==> src/rtl/neptune_pkg.sv <==
// Shared Neptune I definitions used by the system RAM arbiter:
// arbiter state encoding and owner encoding.
package neptune_pkg;

  typedef enum logic [1:0] {
    ARB_IDLE = 2'd0,
    ARB_CPU  = 2'd1,
    ARB_DMA  = 2'd2
  } arb_state_t;

  localparam logic OWN_CPU = 1'b0;
  localparam logic OWN_DMA = 1'b1;

endpackage

==> src/rtl/arb_burst_counter.sv <==
// Saturating burst-length counter for the RAM arbiter.
// Counts granted cycles of the current owner. clr has priority over inc.
// tc flags the final cycle an owner may hold the RAM while the other
// master waits.
module arb_burst_counter #(
  parameter int burst_max = 8
) (
  input  logic clk,
  input  logic rst,
  input  logic clr,
  input  logic inc,
  output logic tc
);

  localparam int CNT_W = $clog2(burst_max);
  localparam logic [CNT_W-1:0] TC_VAL = CNT_W'(burst_max - 1);

  logic [CNT_W-1:0] cnt_q;
  logic [CNT_W-1:0] cnt_d;

  assign tc = (cnt_q == TC_VAL);

  // Next count: clear on owner entry, otherwise count up and hold at terminal
  always_comb begin
    cnt_d = cnt_q;
    if (clr) begin
      cnt_d = '0;
    end else if (inc && !tc) begin
      cnt_d = cnt_q + CNT_W'(1);
    end
  end

  // Counter register
  always_ff @(posedge clk) begin
    if (rst) begin
      cnt_q <= '0;
    end else begin
      cnt_q <= cnt_d;
    end
  end

endmodule

==> src/rtl/ram_arbiter.sv <==
// Neptune I system RAM arbiter: CPU (control matrix) vs DMA (user interface).
// Registered grants, combinational steering of address/data/write enable,
// and a per-owner burst limit so neither master starves the other.
// Optional feature macro: RAM_ARB_DMA_LOCK_EN adds dma_lock, which keeps the
// DMA owner from being handed over on the burst limit.
module ram_arbiter
  import neptune_pkg::*;
#(
  parameter int width     = 16,
  parameter int add_width = 13,
  parameter int burst_max = 8
) (
  input  logic                 clk,
  input  logic                 rst,
  input  logic                 cpu_req,
  input  logic                 cpu_we,
  input  logic [add_width-1:0] cpu_add,
  input  logic [width-1:0]     cpu_wr,
  input  logic                 dma_req,
  input  logic                 dma_we,
  input  logic [add_width-1:0] dma_add,
  input  logic [width-1:0]     dma_wr,
`ifdef RAM_ARB_DMA_LOCK_EN
  input  logic                 dma_lock,
`endif
  output logic                 cpu_gnt,
  output logic                 dma_gnt,
  output logic                 cpu_stall,
  output logic                 ram_we,
  output logic [add_width-1:0] ram_add,
  output logic [width-1:0]     ram_wr
);

  arb_state_t state_q;
  arb_state_t state_d;
  logic       last_owner_q;
  logic       last_owner_d;
  logic       cnt_clr;
  logic       cnt_inc;
  logic       cnt_tc;
  logic       lock_hold;

`ifdef RAM_ARB_DMA_LOCK_EN
  assign lock_hold = dma_lock;
`else
  assign lock_hold = 1'b0;
`endif

  arb_burst_counter #(
    .burst_max (burst_max)
  ) u_burst_cnt (
    .clk (clk),
    .rst (rst),
    .clr (cnt_clr),
    .inc (cnt_inc),
    .tc  (cnt_tc)
  );

  // Next-state logic: idle tie-break on last owner, owner release/handover,
  // burst counting while the owner stays
  always_comb begin
    state_d      = state_q;
    last_owner_d = last_owner_q;
    cnt_clr      = 1'b0;
    cnt_inc      = 1'b0;

    unique case (state_q)
      ARB_IDLE: begin
        if (cpu_req && dma_req) begin
          state_d = (last_owner_q == OWN_CPU) ? ARB_DMA : ARB_CPU;
        end else if (cpu_req) begin
          state_d = ARB_CPU;
        end else if (dma_req) begin
          state_d = ARB_DMA;
        end
      end
      ARB_CPU: begin
        if (!cpu_req) begin
          state_d = dma_req ? ARB_DMA : ARB_IDLE;
        end else if (dma_req && cnt_tc) begin
          state_d = ARB_DMA;
        end else begin
          cnt_inc = 1'b1;
        end
      end
      ARB_DMA: begin
        if (!dma_req) begin
          state_d = cpu_req ? ARB_CPU : ARB_IDLE;
        end else if (cpu_req && cnt_tc && !lock_hold) begin
          state_d = ARB_CPU;
        end else begin
          cnt_inc = 1'b1;
        end
      end
      default: begin
        state_d = ARB_IDLE;
      end
    endcase

    // A fresh tenure restarts the burst count and records the new owner
    if ((state_d != state_q) && (state_d != ARB_IDLE)) begin
      cnt_clr      = 1'b1;
      cnt_inc      = 1'b0;
      last_owner_d = (state_d == ARB_DMA) ? OWN_DMA : OWN_CPU;
    end
  end

  // State and last-owner registers; last owner resets to DMA so CPU wins the first tie
  always_ff @(posedge clk) begin
    if (rst) begin
      state_q      <= ARB_IDLE;
      last_owner_q <= OWN_DMA;
    end else begin
      state_q      <= state_d;
      last_owner_q <= last_owner_d;
    end
  end

  // Grants and RAM-side steering, decoded from the registered state
  always_comb begin
    cpu_gnt   = (state_q == ARB_CPU);
    dma_gnt   = (state_q == ARB_DMA);
    cpu_stall = cpu_req & ~cpu_gnt;
    ram_we    = (cpu_gnt & cpu_req & cpu_we) | (dma_gnt & dma_req & dma_we);
    ram_add   = dma_gnt ? dma_add : cpu_add;
    ram_wr    = dma_gnt ? dma_wr  : cpu_wr;
  end

endmodule

==> config.mk <==
export PLATFORM = sky130hd
export DESIGN_NAME = ram_arbiter
export DESIGN_NICKNAME = d
export VERILOG_FILES = /design/src/rtl/neptune_pkg.sv /design/src/rtl/arb_burst_counter.sv /design/src/rtl/ram_arbiter.sv
export SDC_FILE = /design/constraint.sdc
export NUM_CORES = 1
export LEC_CHECK = 0
export CORE_MARGIN = 5
export CORE_UTILIZATION = 27
export DETAILED_ROUTE_END_ITERATION = 7
export GPL_TIMING_DRIVEN = 0
export PLACE_DENSITY = 0.81
export SKIP_CTS_REPAIR_TIMING = 1
export SYNTH_ARGS = -nofsm -noshare
export SYNTH_HDL_FRONTEND = slang
export SYNTH_SLANG_ARGS = --single-unit
==> constraint.sdc <==
create_clock -name clk -period 2.3 [get_ports clk]
set_input_delay 0.46 -clock clk [delete_from_list [all_inputs] [get_ports clk]]
set_output_delay 0.46 -clock clk [all_outputs]
set_load 0.005 [all_outputs]
# After elaboration in Yosys (flattened, before gate mapping)
# Index checks and enable logic that the tools add are counted.
# totals
ff_bits,6
word_cells,46
# op_classes
n_addsub,1
n_eq_ne,5
n_mux,21
bitwise,7
reduce_logical,9
# op_table
cell,count
two-way mux 2 bit,9
two-way mux 16 bit,1
two-way mux 13 bit,1
two-way mux 1 bit,8
one-hot mux 2 bit (3 select lines),1
AND 1 bit,5
logical AND 1 bit,5
== test 2 bit (second input constant),2
adder 3 x 1 -> 3 bit (second input constant),1
== test 3 bit (second input constant),1
== test 2 x 1 -> 1 bit (second input constant),1
logical NOT 2 bit,1
!= test 2 bit,1
one-hot mux 1 bit (2 select lines),1
nonzero test 2 bit,1
OR reduction 2 bit,1
logical NOT 1 bit,1
NOT 1 bit,1
OR 1 bit,1

# Depth between registers and ports, before layout
# depth
word_depth,9
mapped_depth,9
ltp_nobuf,8

# Cells and area by module
# From an unflattened synthesis, not the netlist that was laid out.
# hier_totals
cells_unflattened,99
area_unflattened_um2,882.1
# modules_own_cells
module,n_inst,cells_each,area_per_inst_um2,seq_area_each_um2
ram_arbiter,1,87,739.5,60.1
arb_burst_counter,1,12,142.6,60.1

# Worst setup path after synthesis
# OpenSTA, ideal clock, no wires.
# synth_timing
kind,register to register
startpoint,register state_q[0]
endpoint,register last_owner_q
setup_time_ns,0.141
arrival_ns,1.845
setup_slack_ns,0.314
path_stages_with_launch,10
n_path_buf,1
path_cell_list,dfxtp_1 -> inv_1 -> ha_1 -> buf_6 -> a21oi_1 -> a311oi_1 -> a211oi_2 -> a21oi_1 -> o32ai_2 -> o221ai_1
# synth_rtl
item,line,source
start: declaration,ram_arbiter.sv:34,arb_state_t state_q;
start signal: assignment,ram_arbiter.sv:114,state_q <= state_d;
== test 2 bit (*),-,
named net dma_gnt,ram_arbiter.sv:27,"output logic dma_gnt,"
one-hot mux 2 bit (3 select lines) (*),ram_arbiter.sv:67,unique case (state_q)
"== test 2 bit, or another cell as far along",ram_arbiter.sv:104,last_owner_d = (state_d == ARB_DMA) ? OWN_DMA : OWN_CPU;
two-way mux 1 bit or logical AND 1 bit (tied branches),"ram_arbiter.sv:104, ram_arbiter.sv:101",
end signal: assignment,ram_arbiter.sv:115,last_owner_q <= last_owner_d;
end: declaration,ram_arbiter.sv:36,logic last_owner_q;
# The timed path passes the listed nets; every way through them passes the cells marked *.
# A chain may end at the register's enable or synchronous reset.

# Worst setup path after layout
# layout_timing
startpoint,input port dma_req
endpoint,output port ram_we
# layout_between
elab_chain_len,3
# layout_rtl
item,line,source
start: declaration,ram_arbiter.sv:19,"input logic dma_req,"
AND 1 bit (2 in a row),ram_arbiter.sv:124,ram_we = (cpu_gnt & cpu_req & cpu_we) | (dma_gnt & dma_req & dma_we);
OR 1 bit,ram_arbiter.sv:124,
end: declaration,ram_arbiter.sv:29,"output logic ram_we,"
# Every way passes these cells.

==> impl_metrics.env <==
export IMPL_status="complete, no violations"
export IMPL_critical_path_top_delay_family="buffers and inverters"
export IMPL_clock_sinks=6
export IMPL_crit_chain="clkdlybuf4s50_1, nand3_1, nand2_1, clkdlybuf4s50_1"
export IMPL_synthesis_area_um2=820.8
export IMPL_worst_ep_arrival_time_ns=1.80
export IMPL_power_internal_mw=0.6449
export IMPL_switchingPower_mw=0.3080
export IMPL_antenna_found_initial=0
export IMPL_switching_share=0.3232
export IMPL_p_comb_frac=0.747
export IMPL_gp_congestion=0.8015
export IMPL_nets=281
export IMPL_coreArea_um2=2978
export IMPL_die_w_um=65.14
export IMPL_hold_depth=2
export IMPL_design_area_um2=2113
export IMPL_required_ns=1.84
export IMPL_die_area_um2=4243
export IMPL_startpoint_type="input port"
export IMPL_period_share=0.9834
export IMPL_p_leak_nw=1.075
export IMPL_p_per_area_nw_per_um2=450.9
export IMPL_syn_num_nets=162
export IMPL_setup_slack_ns=0.03813
export IMPL_crit_buf_inv=2
export IMPL_grt_first_pass_wirelength_um=5306
export IMPL_cp_end_kind="output pin"
export IMPL_area_growth_pct=157.5
export IMPL_netlist_area_leader_share=0.3979
export IMPL_grt_pass1_vias=1081
export IMPL_cts_tree="built"
export IMPL_finalSetupViolCount=0
export IMPL_die_h_um=65.14
export IMPL_io_pins=97
export IMPL_synth_seq_cells=6
export IMPL_clock_skew_ns=0.001696
export IMPL_place_hpwl_um=3031
export IMPL_synthCells=92
export IMPL_holdWs_ns=0.5223
export IMPL_path_max_fanout=7
export IMPL_synth_area_per_cell_um2=8.922
export IMPL_overflow=0
export IMPL_vdd_drop_max_mv=0.3356
export IMPL_vias=1186
export IMPL_clk_pin_slew_ns=0.04
export IMPL_drt_iter0_drc=34
export IMPL_path_common_cell="clkdlybuf4s50_1"
export IMPL_cts_root_buffer="clkbuf_4"
export IMPL_r2r_start="state_q[0]"
export IMPL_yosysTopAreaCell="mux2_2"
export IMPL_drt_total_wl_um=4221
export IMPL_viasPerCell=4.901
export IMPL_post_route_util=0.7097
export IMPL_r2r_end="last_owner_q"
export IMPL_relSlewSlack=0.7185
export IMPL_crit_type="input port to output pin"
export IMPL_finalSetupTns_ns=0
export IMPL_cts_buffer_depth=2
export IMPL_r2r_cells=10
export IMPL_clkPwrFrac=0.101
export IMPL_ant_nets=0
export IMPL_fin_crit_ns=2.262
export IMPL_dpl_instance_area_um2=1823
export IMPL_insertion_delay_ns=0.24
export IMPL_fmax_mhz=442.1
export IMPL_gr_usage_all_layers=0.1579
export IMPL_drv_slew=0
export IMPL_final_cells=242
export IMPL_ys_top_cells_by_area="mux2_2 40%, dfxtp_1 15%, ha_1 9.1%, nand2_1 4.1%, a21oi_1 3.0%"
export IMPL_drc_errors=0
export IMPL_num_rows=20
export IMPL_hold_start="last_owner_q"
export IMPL_cpMaxStageDelayCell="clkdlybuf4s50_1"
export IMPL_slowest_delay_ns=0.65
export IMPL_wl_per_cell_um=17.44
export IMPL_tightestPinTransition_ns=0.4223
export IMPL_grt_max_degree=11
export IMPL_drv_cap=0
export IMPL_synth_cell_types=26
export IMPL_antennaDiodeCount=0
export IMPL_seqPwrFrac=0.153
export IMPL_r2r_setup_slack_ns=0.16
export IMPL_finalPower_mw=0.9529
export IMPL_dpl_worst_slack_ns=-0.3175
export IMPL_numPortBuffers=96
export IMPL_h_tree_depth=1
export IMPL_synth_seq_area_share=0.1463
export IMPL_drtPass1Iterations=4
export IMPL_fill_cells=217
export IMPL_yosysWarnings=0
export IMPL_hold_viol_final=0
export IMPL_post_place_cells=221
export IMPL_hold_path_end="last_owner_q"
export IMPL_drive_gt1_frac=0.2967
export IMPL_cts_buffers_inserted=3
export IMPL_start_util=0.2756
export IMPL_hp_class="register to register"
export IMPL_rsz0062_at_grt="true"
power groups by stage:
stage / sequential (mW) / clock [mW] / combinational [mW]
6_report: 0.145 / 0.0962 / 0.711
5_1_grt: 0.149 / 0.103 / 0.759
4_1_cts: 0.141 / 0.102 / 0.606
3_5_place_dp: 0.142 / 0 / 0.603
3_3_place_gp: 0.140 / 0 / 0.583
2_1_floorplan: 0.136 / 0 / 0.283
how the worst max path moves through the flow:
stage / from / to / slack (ns) / depth (start not counted)
finish: dma_req / ram_we / 0.04 / 4
global route: state_q[0] / last_owner_q / -0.04 / 10
CTS: state_q[1] / ram_wr[3] / -0.59 / 5
detailed placement: state_q[1] / ram_wr[3] / -0.32 / 5
global placement: state_q[0] / ram_wr[3] / -0.24 / 6
floorplan: state_q[0] / last_owner_q / 0.31 / 9
metal layers:
metal	share of wire	global-route usage
met5	0	0
met2	0.53	0.3014
met3	0.091	0.03590
met4	0.013	0.05181
met1	0.37	0.1698
state kept, by name, summed over array words and instances, names as in the netlist:
signal             count
state_q                2
last_owner_q           1
u_burst_cnt.cnt_q      3
layout make-up:
type | count | area, µm² | share of cell area
well taps | 33 | 41.29 | 0.01954
multi-input cells | 77 | 671.9 | 0.3179
plain buffers | 4 | 60.06 | 0.02842
clock buffers | 3 | 22.52 | 0.01066
flip-flops and latches | 6 | 127.6 | 0.06039
inverters | 5 | 21.27 | 0.01007
repair buffers | 114 | 1169 | 0.5530
logic make-up (layout without fill, tap and decap cells):
| logic type | count (synthesis) | count (layout) | share of synthesized area |
|---|---|---|---|
| mux | 31 | 31 | 0.4223 |
| xor+xnor | 1 | 1 | 0.01067 |
| buf+inv | 9 | 126 | 0.05029 |
| simple gates | 25 | 25 | 0.1448 |
| compound gates | 14 | 14 | 0.1341 |
| flops | 6 | 6 | 0.1463 |
| fa+ha+maj | 6 | 6 | 0.09146 |
cells in the mapped netlist:
master	instances
o21ai_0	1
o32ai_2	1
or2_0	1
nor2_1	2
ha_1	6
nor3_1	5
nand2b_1	2
o21ai_1	2
nor2b_1	1
buf_6	1
dfxtp_1	6
mux2i_1	2
a311oi_1	1
inv_1	4
xnor2_1	1
a21oi_1	5
o31a_1	1
nand3_1	4
a211oi_2	1
mux2_2	29
clkbuf_1	3
nand3b_1	1
o221ai_1	1
inv_2	1
a311oi_2	1
nand2_1	9
cells in the final DEF (no fill, tap or decap), types with 2 or more instances in the layout:
cell and count:
nor3_1 5, clkdlybuf4s50_1 67, nor2_1 2, nand2b_1 2
buf_4 18, ha_1 5, dlymetal6s2s_1 29, nand2_1 9
o21ai_1 2, dfxtp_4 2, buf_8 4, dfxtp_1 4
nand3_1 4, a21oi_1 5, inv_1 3, clkbuf_4 3
mux2i_1 2, mux2_2 29
worst register-to-register path, stage by stage (launching register included):
cell,delay [ns]
dfxtp_4,0.38
inv_4,0.05
ha_4,0.16
buf_8,0.13
buf_4,0.14
a21oi_1,0.15
a311oi_1,0.08
a211oi_2,0.29
a21oi_1,0.13
o32ai_2,0.31
o221ai_1,0.18
Note: power is estimated with default switching activity, not from simulation.
